===== config.mk =====
export PLATFORM = sky130hd
export DESIGN_NAME = acia_rx_framer
export DESIGN_NICKNAME = d
export VERILOG_FILES = /design/src/rtl/serial_pkg.sv /design/src/rtl/sync_edge.sv /design/src/rtl/acia_rx_framer.sv
export SDC_FILE = /design/constraint.sdc
export NUM_CORES = 1
export LEC_CHECK = 0
export CORE_ASPECT_RATIO = 0.6
export CORE_UTILIZATION = 45
export CTS_CLUSTER_DIAMETER = 200
export CTS_CLUSTER_SIZE = 8
export DETAILED_ROUTE_END_ITERATION = 8
export PLACE_DENSITY = 0.7
export SYNTH_ARGS = -nofsm -noshare
export SYNTH_HDL_FRONTEND = slang
export SYNTH_HIERARCHICAL = 1
export SYNTH_SLANG_ARGS = --single-unit

===== constraint.sdc =====
create_clock -name clk -period 2.55 [get_ports clk]
set_input_delay 0.3825 -clock clk [delete_from_list [all_inputs] [get_ports clk]]
set_output_delay 0.3825 -clock clk [all_outputs]
set_load 0.02 [all_outputs]

===== src/rtl/serial_pkg.sv =====
// Shared encodings for the serial receive path: RxC divide selection,
// receive framer states and the divide-ratio lookup.
package serial_pkg;

    typedef enum logic [1:0] {
        DIV_1    = 2'b00,
        DIV_16   = 2'b01,
        DIV_64   = 2'b10,
        DIV_HOLD = 2'b11
    } div_sel_e;

    typedef enum logic [2:0] {
        RX_IDLE   = 3'd0,
        RX_START  = 3'd1,
        RX_DATA   = 3'd2,
        RX_PARITY = 3'd3,
        RX_STOP   = 3'd4
    } rx_state_e;

    localparam int unsigned CNT_W = 6;
    localparam int unsigned BIT_W = 3;

    function automatic logic [6:0] div_ratio(input div_sel_e sel);
        logic [6:0] r;
        case (sel)
            DIV_1:   r = 7'd1;
            DIV_16:  r = 7'd16;
            DIV_64:  r = 7'd64;
            default: r = 7'd1;
        endcase
        return r;
    endfunction

endpackage


===== src/rtl/sync_edge.sv =====
// Multi-flop synchroniser for an asynchronous level, producing a single
// clk-cycle pulse on each rising edge of the synchronised signal.
module sync_edge #(
    parameter int unsigned SYNC_STAGES = 2,
    parameter logic        RESET_VAL   = 1'b0
) (
    input  logic clk,
    input  logic rst,
    input  logic d,
    output logic rise
);

    logic [SYNC_STAGES-1:0] sync_q;
    logic                   prev_q;
    logic                   rise_q;

    // prev_q resets to the same level as the chain so reset release cannot fake an edge
    always_ff @(posedge clk or posedge rst) begin
        if (rst) begin
            sync_q <= {SYNC_STAGES{RESET_VAL}};
            prev_q <= RESET_VAL;
            rise_q <= 1'b0;
        end else begin
            sync_q <= {sync_q[SYNC_STAGES-2:0], d};
            prev_q <= sync_q[SYNC_STAGES-1];
            rise_q <= sync_q[SYNC_STAGES-1] & ~prev_q;
        end
    end

    assign rise = rise_q;

endmodule


===== src/rtl/acia_rx_framer.sv =====
// Receive framer: oversamples RxD on synchronised RxC ticks, assembles
// 8-bit frames with optional parity and presents byte plus status flags.
module acia_rx_framer
    import serial_pkg::*;
#(
    parameter int unsigned DATA_BITS   = 8,
    parameter int unsigned SYNC_STAGES = 2
) (
    input  logic                 clk,
    input  logic                 rst,
    input  logic                 rxc,
    input  logic                 rxd,
    input  logic                 dcd,
    input  logic [1:0]           divsel,
    input  logic                 par_en,
    input  logic                 par_odd,
    input  logic                 rd_ack,
    output logic [DATA_BITS-1:0] rx_data,
    output logic                 rdrf,
    output logic                 ovr,
    output logic                 fe,
    output logic                 pe,
    output logic                 dcd_evt,
    output logic                 busy
);

    localparam logic [BIT_W-1:0] LAST_BIT = BIT_W'(DATA_BITS - 1);

    logic                   tick;
    logic                   dcd_rise;
    logic [SYNC_STAGES-1:0] rxd_sync_q;
    logic                   rxd_s;

    rx_state_e              state_q, state_d;
    div_sel_e               div_q, div_d;
    logic [CNT_W-1:0]       cnt_q, cnt_d;
    logic [BIT_W-1:0]       bit_q, bit_d;
    logic [DATA_BITS-1:0]   sreg_q, sreg_d;
    logic                   perr_q, perr_d;
    logic                   armed_q, armed_d;

    logic [DATA_BITS-1:0]   data_q, data_d;
    logic                   rdrf_q, rdrf_d;
    logic                   ovr_q, ovr_d;
    logic                   fe_q, fe_d;
    logic                   pe_q, pe_d;
    logic                   dcd_evt_q, dcd_evt_d;

    logic [6:0]             ratio;
    logic [CNT_W-1:0]       cnt_last;
    logic [CNT_W-1:0]       half_last;
    logic                   sample;
    logic                   complete;

    sync_edge #(.SYNC_STAGES(SYNC_STAGES), .RESET_VAL(1'b1)) u_rxc_sync (
        .clk  (clk),
        .rst  (rst),
        .d    (rxc),
        .rise (tick)
    );

    sync_edge #(.SYNC_STAGES(SYNC_STAGES), .RESET_VAL(1'b0)) u_dcd_sync (
        .clk  (clk),
        .rst  (rst),
        .d    (dcd),
        .rise (dcd_rise)
    );

    always_ff @(posedge clk or posedge rst) begin
        if (rst) begin
            rxd_sync_q <= '1;
        end else begin
            rxd_sync_q <= {rxd_sync_q[SYNC_STAGES-2:0], rxd};
        end
    end

    assign rxd_s     = rxd_sync_q[SYNC_STAGES-1];
    assign ratio     = div_ratio(div_q);
    assign cnt_last  = CNT_W'(ratio - 7'd1);
    assign half_last = CNT_W'((ratio >> 1) - 7'd1);
    assign sample    = tick && (cnt_q == cnt_last);

    always_comb begin
        state_d  = state_q;
        div_d    = div_q;
        cnt_d    = cnt_q;
        bit_d    = bit_q;
        sreg_d   = sreg_q;
        perr_d   = perr_q;
        armed_d  = armed_q;
        complete = 1'b0;

        if (div_sel_e'(divsel) == DIV_HOLD) begin
            state_d = RX_IDLE;
            armed_d = 1'b0;
        end else begin
            case (state_q)
                RX_IDLE: begin
                    // A low line only starts a frame once a high sample has been seen
                    if (tick) begin
                        if (rxd_s) begin
                            armed_d = 1'b1;
                        end else if (armed_q) begin
                            state_d = RX_START;
                            div_d   = div_sel_e'(divsel);
                            cnt_d   = '0;
                            bit_d   = '0;
                            perr_d  = 1'b0;
                            armed_d = 1'b0;
                        end
                    end
                end
                RX_START: begin
                    if (div_q == DIV_1) begin
                        state_d = RX_DATA;
                        cnt_d   = '0;
                    end else if (tick) begin
                        if (cnt_q == half_last) begin
                            cnt_d = '0;
                            if (rxd_s) begin
                                state_d = RX_IDLE;
                                armed_d = 1'b1;
                            end else begin
                                state_d = RX_DATA;
                            end
                        end else begin
                            cnt_d = cnt_q + 1'b1;
                        end
                    end
                end
                RX_DATA: begin
                    if (sample) begin
                        cnt_d  = '0;
                        sreg_d = {rxd_s, sreg_q[DATA_BITS-1:1]};
                        bit_d  = bit_q + 1'b1;
                        if (bit_q == LAST_BIT) begin
                            state_d = par_en ? RX_PARITY : RX_STOP;
                        end
                    end else if (tick) begin
                        cnt_d = cnt_q + 1'b1;
                    end
                end
                RX_PARITY: begin
                    if (sample) begin
                        cnt_d   = '0;
                        perr_d  = ((^sreg_q) ^ rxd_s) != par_odd;
                        state_d = RX_STOP;
                    end else if (tick) begin
                        cnt_d = cnt_q + 1'b1;
                    end
                end
                RX_STOP: begin
                    if (sample) begin
                        cnt_d    = '0;
                        complete = 1'b1;
                        armed_d  = rxd_s;
                        state_d  = RX_IDLE;
                    end else if (tick) begin
                        cnt_d = cnt_q + 1'b1;
                    end
                end
                default: state_d = RX_IDLE;
            endcase
        end
    end

    always_comb begin
        data_d    = data_q;
        rdrf_d    = rdrf_q;
        ovr_d     = ovr_q;
        fe_d      = fe_q;
        pe_d      = pe_q;
        dcd_evt_d = dcd_evt_q;

        // A read in the completion cycle frees the register, so the new byte is accepted
        if (complete) begin
            if (!rdrf_q || rd_ack) begin
                data_d = sreg_q;
                rdrf_d = 1'b1;
                ovr_d  = 1'b0;
                fe_d   = ~rxd_s;
                pe_d   = perr_q & par_en;
            end else begin
                ovr_d = 1'b1;
            end
        end else if (rd_ack) begin
            rdrf_d = 1'b0;
            ovr_d  = 1'b0;
            fe_d   = 1'b0;
            pe_d   = 1'b0;
        end

        if (dcd_rise) begin
            dcd_evt_d = 1'b1;
        end else if (rd_ack) begin
            dcd_evt_d = 1'b0;
        end
    end

    always_ff @(posedge clk or posedge rst) begin
        if (rst) begin
            state_q   <= RX_IDLE;
            div_q     <= DIV_1;
            cnt_q     <= '0;
            bit_q     <= '0;
            sreg_q    <= '0;
            perr_q    <= 1'b0;
            armed_q   <= 1'b0;
            data_q    <= '0;
            rdrf_q    <= 1'b0;
            ovr_q     <= 1'b0;
            fe_q      <= 1'b0;
            pe_q      <= 1'b0;
            dcd_evt_q <= 1'b0;
        end else begin
            state_q   <= state_d;
            div_q     <= div_d;
            cnt_q     <= cnt_d;
            bit_q     <= bit_d;
            sreg_q    <= sreg_d;
            perr_q    <= perr_d;
            armed_q   <= armed_d;
            data_q    <= data_d;
            rdrf_q    <= rdrf_d;
            ovr_q     <= ovr_d;
            fe_q      <= fe_d;
            pe_q      <= pe_d;
            dcd_evt_q <= dcd_evt_d;
        end
    end

    assign rx_data = data_q;
    assign rdrf    = rdrf_q;
    assign ovr     = ovr_q;
    assign fe      = fe_q;
    assign pe      = pe_q;
    assign dcd_evt = dcd_evt_q;
    assign busy    = (state_q != RX_IDLE);

endmodule


Yosys cells after proc, flatten, opt, wreduce, memory -nomap -nowiden

Index checks and enable logic that the tools add are counted.
W data, S select, Z words.

Reductions and logical operators: 23
$add $sub $neg: 4
Bitwise operators: 8
Muxes and demuxes: 56
Equality and inequality tests: 32

Operators with widths:

| operator              | number |
|---|---|
| $mux W3               | 16 |
| $mux W6               | 8 |
| $ne A3 B3 Y1 const B  | 9 |
| $mux W1               | 25 |
| $pmux W6 S3           | 1 |
| $pmux W3 S5           | 1 |
| $pmux W7 S2           | 1 |
| $reduce_and A7 Y1     | 2 |
| $eq A6 B6 Y1          | 2 |
| $reduce_and A6 Y1     | 2 |
| $sub A6 B1 Y6 const B | 2 |
| $ne A3 B2 Y1 const B  | 3 |
| $reduce_and A9 Y1     | 1 |
| $ne A2 B2 Y1 const B  | 4 |
| $reduce_bool A2 Y1    | 4 |
| $reduce_xor A8 Y1     | 1 |
| $add A6 B1 Y6 const B | 1 |
| $eq A3 B2 Y1 const B  | 2 |
| $eq A3 B3 Y1 const B  | 2 |
| $pmux W3 S2           | 1 |
| $reduce_bool A3 Y1    | 2 |
| $reduce_and A5 Y1     | 1 |
| $eq A2 B2 Y1 const B  | 2 |
| $ne A2 B1 Y1 const B  | 2 |
| 22 further kinds      | 28 |

Register bits after elaboration: 47
Input port bits: 10
Word-level logic and storage cells: 143
Output and inout bits: 14

Logic depth before layout (Yosys ltp)

Depth in word-level cells: 10
Gate-level depth with buffers: 8
Depth with buffers taken out: 7

Cells and area by module

Netlist, hierarchy kept.

Modules (own cells, without submodules):

| module                  | instances | cells each | seq. area each (um^2) | area an instance (um^2) |
|---|---|---|---|---|
| acia_rx_framer          | 1         | 210        | 978.4                 | 2195.9 |
| sync_edge at u_rxc_sync | 1         | 6          | 103.8                 | 121.4 |
| sync_edge at u_dcd_sync | 1         | 6          | 100.1                 | 117.6 |

Worst setup path before layout

No wires, ideal clock.

Path type: reg-to-reg
Start point: register cnt_q[3]
End point: register sreg_q[0]
Setup time: 0.125 ns
Stages on the path, launching flop included: 8
Period minus slack after synthesis: 2.095 ns
Buffers on the path: 2
Slack: 0.455 ns
Required time: 2.425 ns
Arrival time: 1.970 ns
Path through: dfrtp_1 -> buf_6 -> or4_4 -> o22ai_4 -> nand3_4 -> or2_1 -> buf_6 -> mux2_4

Longest elaborated chain between the ends: 3

Ends and longest elaborated chain:

| element                            | line                  | RTL |
|---|---|---|
| start: declaration                 | acia_rx_framer.sv:36  | `logic [CNT_W-1:0] cnt_q, cnt_d;` |
| start signal: assignment           | acia_rx_framer.sv:218 | `cnt_q <= cnt_d;` |
| $eq A6 B6 Y1                       | acia_rx_framer.sv:81  | `assign sample = tick && (cnt_q == cnt_last);` |
| $logic_and A1 B1 Y1                | acia_rx_framer.sv:81  |  |
| $reduce_and A3 Y1 (no source line) | --                    |  |
| end signal: assignment             | acia_rx_framer.sv:220 | `sreg_q <= sreg_d;` |
| end: declaration                   | acia_rx_framer.sv:38  | `logic [DATA_BITS-1:0] sreg_q, sreg_d;` |

Every way passes these cells.
A chain may end at the register's enable or synchronous reset.

Final worst setup path

Start point: register cnt_q[3]
End point: register sreg_q[4]

Same word-level chain as after synthesis.

==> metrics.yaml <==
status:
  outcome: "finished clean"
timing:
  fin_skew_ns: 0.01526
  finalSetupTns_ns: 0
  tightest_slew_ns: 0.5435
  slew_headroom_pct: 63.77
  setup_ws_ns: 0.2443
  period_share_pct: 90.42
  rsz0062_at_grt: "false"
  fmax_mhz: 433.7
  slew_viol_final: 0
  setup_viol: 0
  finalHoldViolCount: 0
  period_minus_slack_ns: 2.306
routing:
  drc: 0
  num_vias: 1712
  firstDrtPassIters: 4
  ant_nets: 0
  wire_per_inst_um: 15.15
  wl_mm: 4.727
  drt-vias-per-instance: 5.487
  first_iter_violations: 205
critical_path:
  critPathLaunchType: "register"
  arrival_ns: 2.49
  crit_type: "reg2reg"
  endpoint_kind: "register"
  slowest_stage: "or4_4"
  max_stage_delay_ns: 0.56
  cp_max_fo: 9
  path_cells: "or4_4 > o22ai_4 > nand3_4 > or2_1 > mux2_4"
  worstPathRequired_ns: 2.73
clock_network:
  cts_resized: 0
  cts_tree: "built"
  hold_buffers: 0
  cts_max_level: 2
  clock_path_buffers: 2
  numCtsBuffers: 5
  cts_setup_buffers: 0
  cts_root_buf: "clkbuf_8"
  clkLatencyLatePin_ns: 0.30
  path_clk_slew_ns: 0.08
  cts.sinks: 47
die:
  die-height_um: 58.98
  rows: 20
  io_pins: 24
  die_area_um2: 5718
  initial_core_util_pct: 47.46
  die_w_um: 96.96
  core_area_um2: 5130
placement:
  placed_cell_area_um2: 2714
  io_buffer_count: 23
  place_congestion: 0.8404
  dp.final_hpwl_mm: 3.424
  preCtsSetupSlack_ns: 0.2610
pwr:
  ir_worst_vdd_uv: 452.3
  pwr-share-comb_pct: 29.7
  clock_power_share_pct: 24.1
  seq_power_share_pct: 46.2
  switching_share_pct: 34.09
  p_int_mw: 1.252
  powerDensity_nw_per_um2: 677.3
  leakage_nw: 1.259
  switching_power_mw: 0.6477
synthesis:
  synth_top_cell_by_area: "dfrtp_1"
  synth_cell_types: 53
  ys_seq_elements: 47
  synth_flop_cell: "dfrtp_1"
  syn_area_per_cell_um2: 10.97
  netlist_top_cells_count: "dfrtp_1 (42), nand2_1 (23), o21ai_0 (12), nor2_1 (11), inv_1 (10)"
  synth.most_common_cell: "dfrtp_1"
  synth_area_um2: 2435
  synthArstFlopShare_pct: 100.0
  yosysSeqAreaShare_pct: 48.56
  synth_nets: 239
  ys.warnings.count: 6
  synth.top_cell.area_share_pct: 43.17
  ys_top_cells_by_area: "dfrtp_1 (43%), dfstp_2 (5.4%), mux2_4 (4.9%)"
  syn_inst: 222
  synth_edf_count: 0
global_routing:
  first_global_vias: 1635
  overflow: 0
  met1_usage_pct: 29.02
  top_usage_layer: "met1"
  use_met2_pct: 24.14
  gr-usage-all-layers_pct: 18.19
  met3_usage_pct: 5.189
  grt_max_degree: 40
  grt_pass1_wl_mm: 8.155
  antenna_found_initial: 0
finish:
  drive_gt1_share_pct: 13.82
  finalInstanceArea_um2: 2805
  layout.nets: 262
  diodes: 0
  syn2layout_area_growth_pct: 15.21
worst_hold_path:
  hp-class: "in2async"
run:
  drv_cap: 0
## kinds of logic after synthesis
group,count (synthesis),synth area share (%)
mux,22,11.20
fa+ha+maj,7,3.597
flops,47,48.56
xor+xnor,12,4.317
simple gates,72,16.75
compound gates,42,11.72
buf+inv,20,3.854
## final timing paths
check | start | end | cells after the start | slack (ns)
setup / recovery | cnt_q[3]$_DFFE_PP0P_ | sreg_q[4]$_DFFE_PP0P_ | 5 | 0.24
hold / removal | rst | u_dcd_sync/sync_q[0]$_DFF_PP0_ | 2 | 0.32
setup reg to reg | cnt_q[3]$_DFFE_PP0P_ | sreg_q[4]$_DFFE_PP0P_ | 5 | 0.24
hold reg to reg | rxd_sync_q[0]$_DFF_PP1_ | rxd_sync_q[1]$_DFF_PP1_ | 0 | 0.36
max in group asynchronous | rst | rxd_sync_q[1]$_DFF_PP1_ | 3 | 1.63
min in group clk | rxd_sync_q[0]$_DFF_PP1_ | rxd_sync_q[1]$_DFF_PP1_ | 0 | 0.36
## power by group through the flow
stage                     logic (mW)  clock network [mW]  registers, mW
after floorplan                0.451                   0          0.853
after global placement         0.549                   0          0.887
after detailed placement       0.556                   0          0.891
after CTS                      0.561               0.467          0.877
after global routing           0.620               0.497          0.886
final                          0.565               0.458          0.877
## layout by cell type, fill, tap and decap left out, types with 8 or more instances in the layout
| cell | instances |
|---|---|
| a21oi_1 | 8 |
| clkdlybuf4s50_1 | 23 |
| dfrtp_1 | 42 |
| inv_1 | 10 |
| mux2_4 | 8 |
| nand2_1 | 23 |
| nor2_1 | 11 |
| o21ai_0 | 12 |
| xnor2_1 | 9 |
## routing by layer
metal	up-vias	share of wire [%]	wire [µm]
li1	825	-	-
met1	821	54	2574
met2	58	38	1794
met3	8	6.4	303
met4	0	1.2	55
met5	-	0	0
## critical path, delay by kind of cell, from the launching register on
| family | cells | cell delay, ns |
|---|---|---|
| DFF | 1 | 0.48 |
| muxes | 1 | 0.36 |
| AOI/OAI and AO/OA | 1 | 0.20 |
| and+or+nand+nor | 3 | 1.15 |
## sequential cells by signal, indices dropped and copies added (netlist names)
signal and cells:
u_rxc_sync/sync_q 2, rx_data 8, rxd_sync_q 2, u_dcd_sync/prev_q 1, u_dcd_sync/sync_q 2, sreg_q 8, rdrf 1, div_q 2
u_rxc_sync/prev_q 1, ovr 1, perr_q 1, u_rxc_sync/rise 1, dcd_evt 1, u_dcd_sync/rise 1, armed_q 1, cnt_q 6
state_q 3, pe 1, bit_q 3, fe 1
## stage by stage
stage | hold WS (ns) | power, mW | utilization [%] | cells
after CTS | 0.3181 | 1.905 | 54.68 | 312
after global placement | 0.3321 | 1.437 | 52.90 | 304
after global routing | 0.3416 | 2.003 | 54.68 | 312
after floorplan | 0.1464 | 1.304 | - | 222
after detailed placement | 0.3472 | 1.446 | 52.90 | 304
final | 0.3182 | 1.900 | 54.68 | 312
## layout make-up
cell class | count | area (µm²)
fill | 441 | 2325
sequential | 47 | 1182
multi-input combinational | 155 | 1159
timing repair buffer | 26 | 252.7
clock buffer | 7 | 86.33
tap | 66 | 82.58
inverter | 10 | 37.54
clock inverter | 1 | 5.005
(Power assumes the default switching activity.)
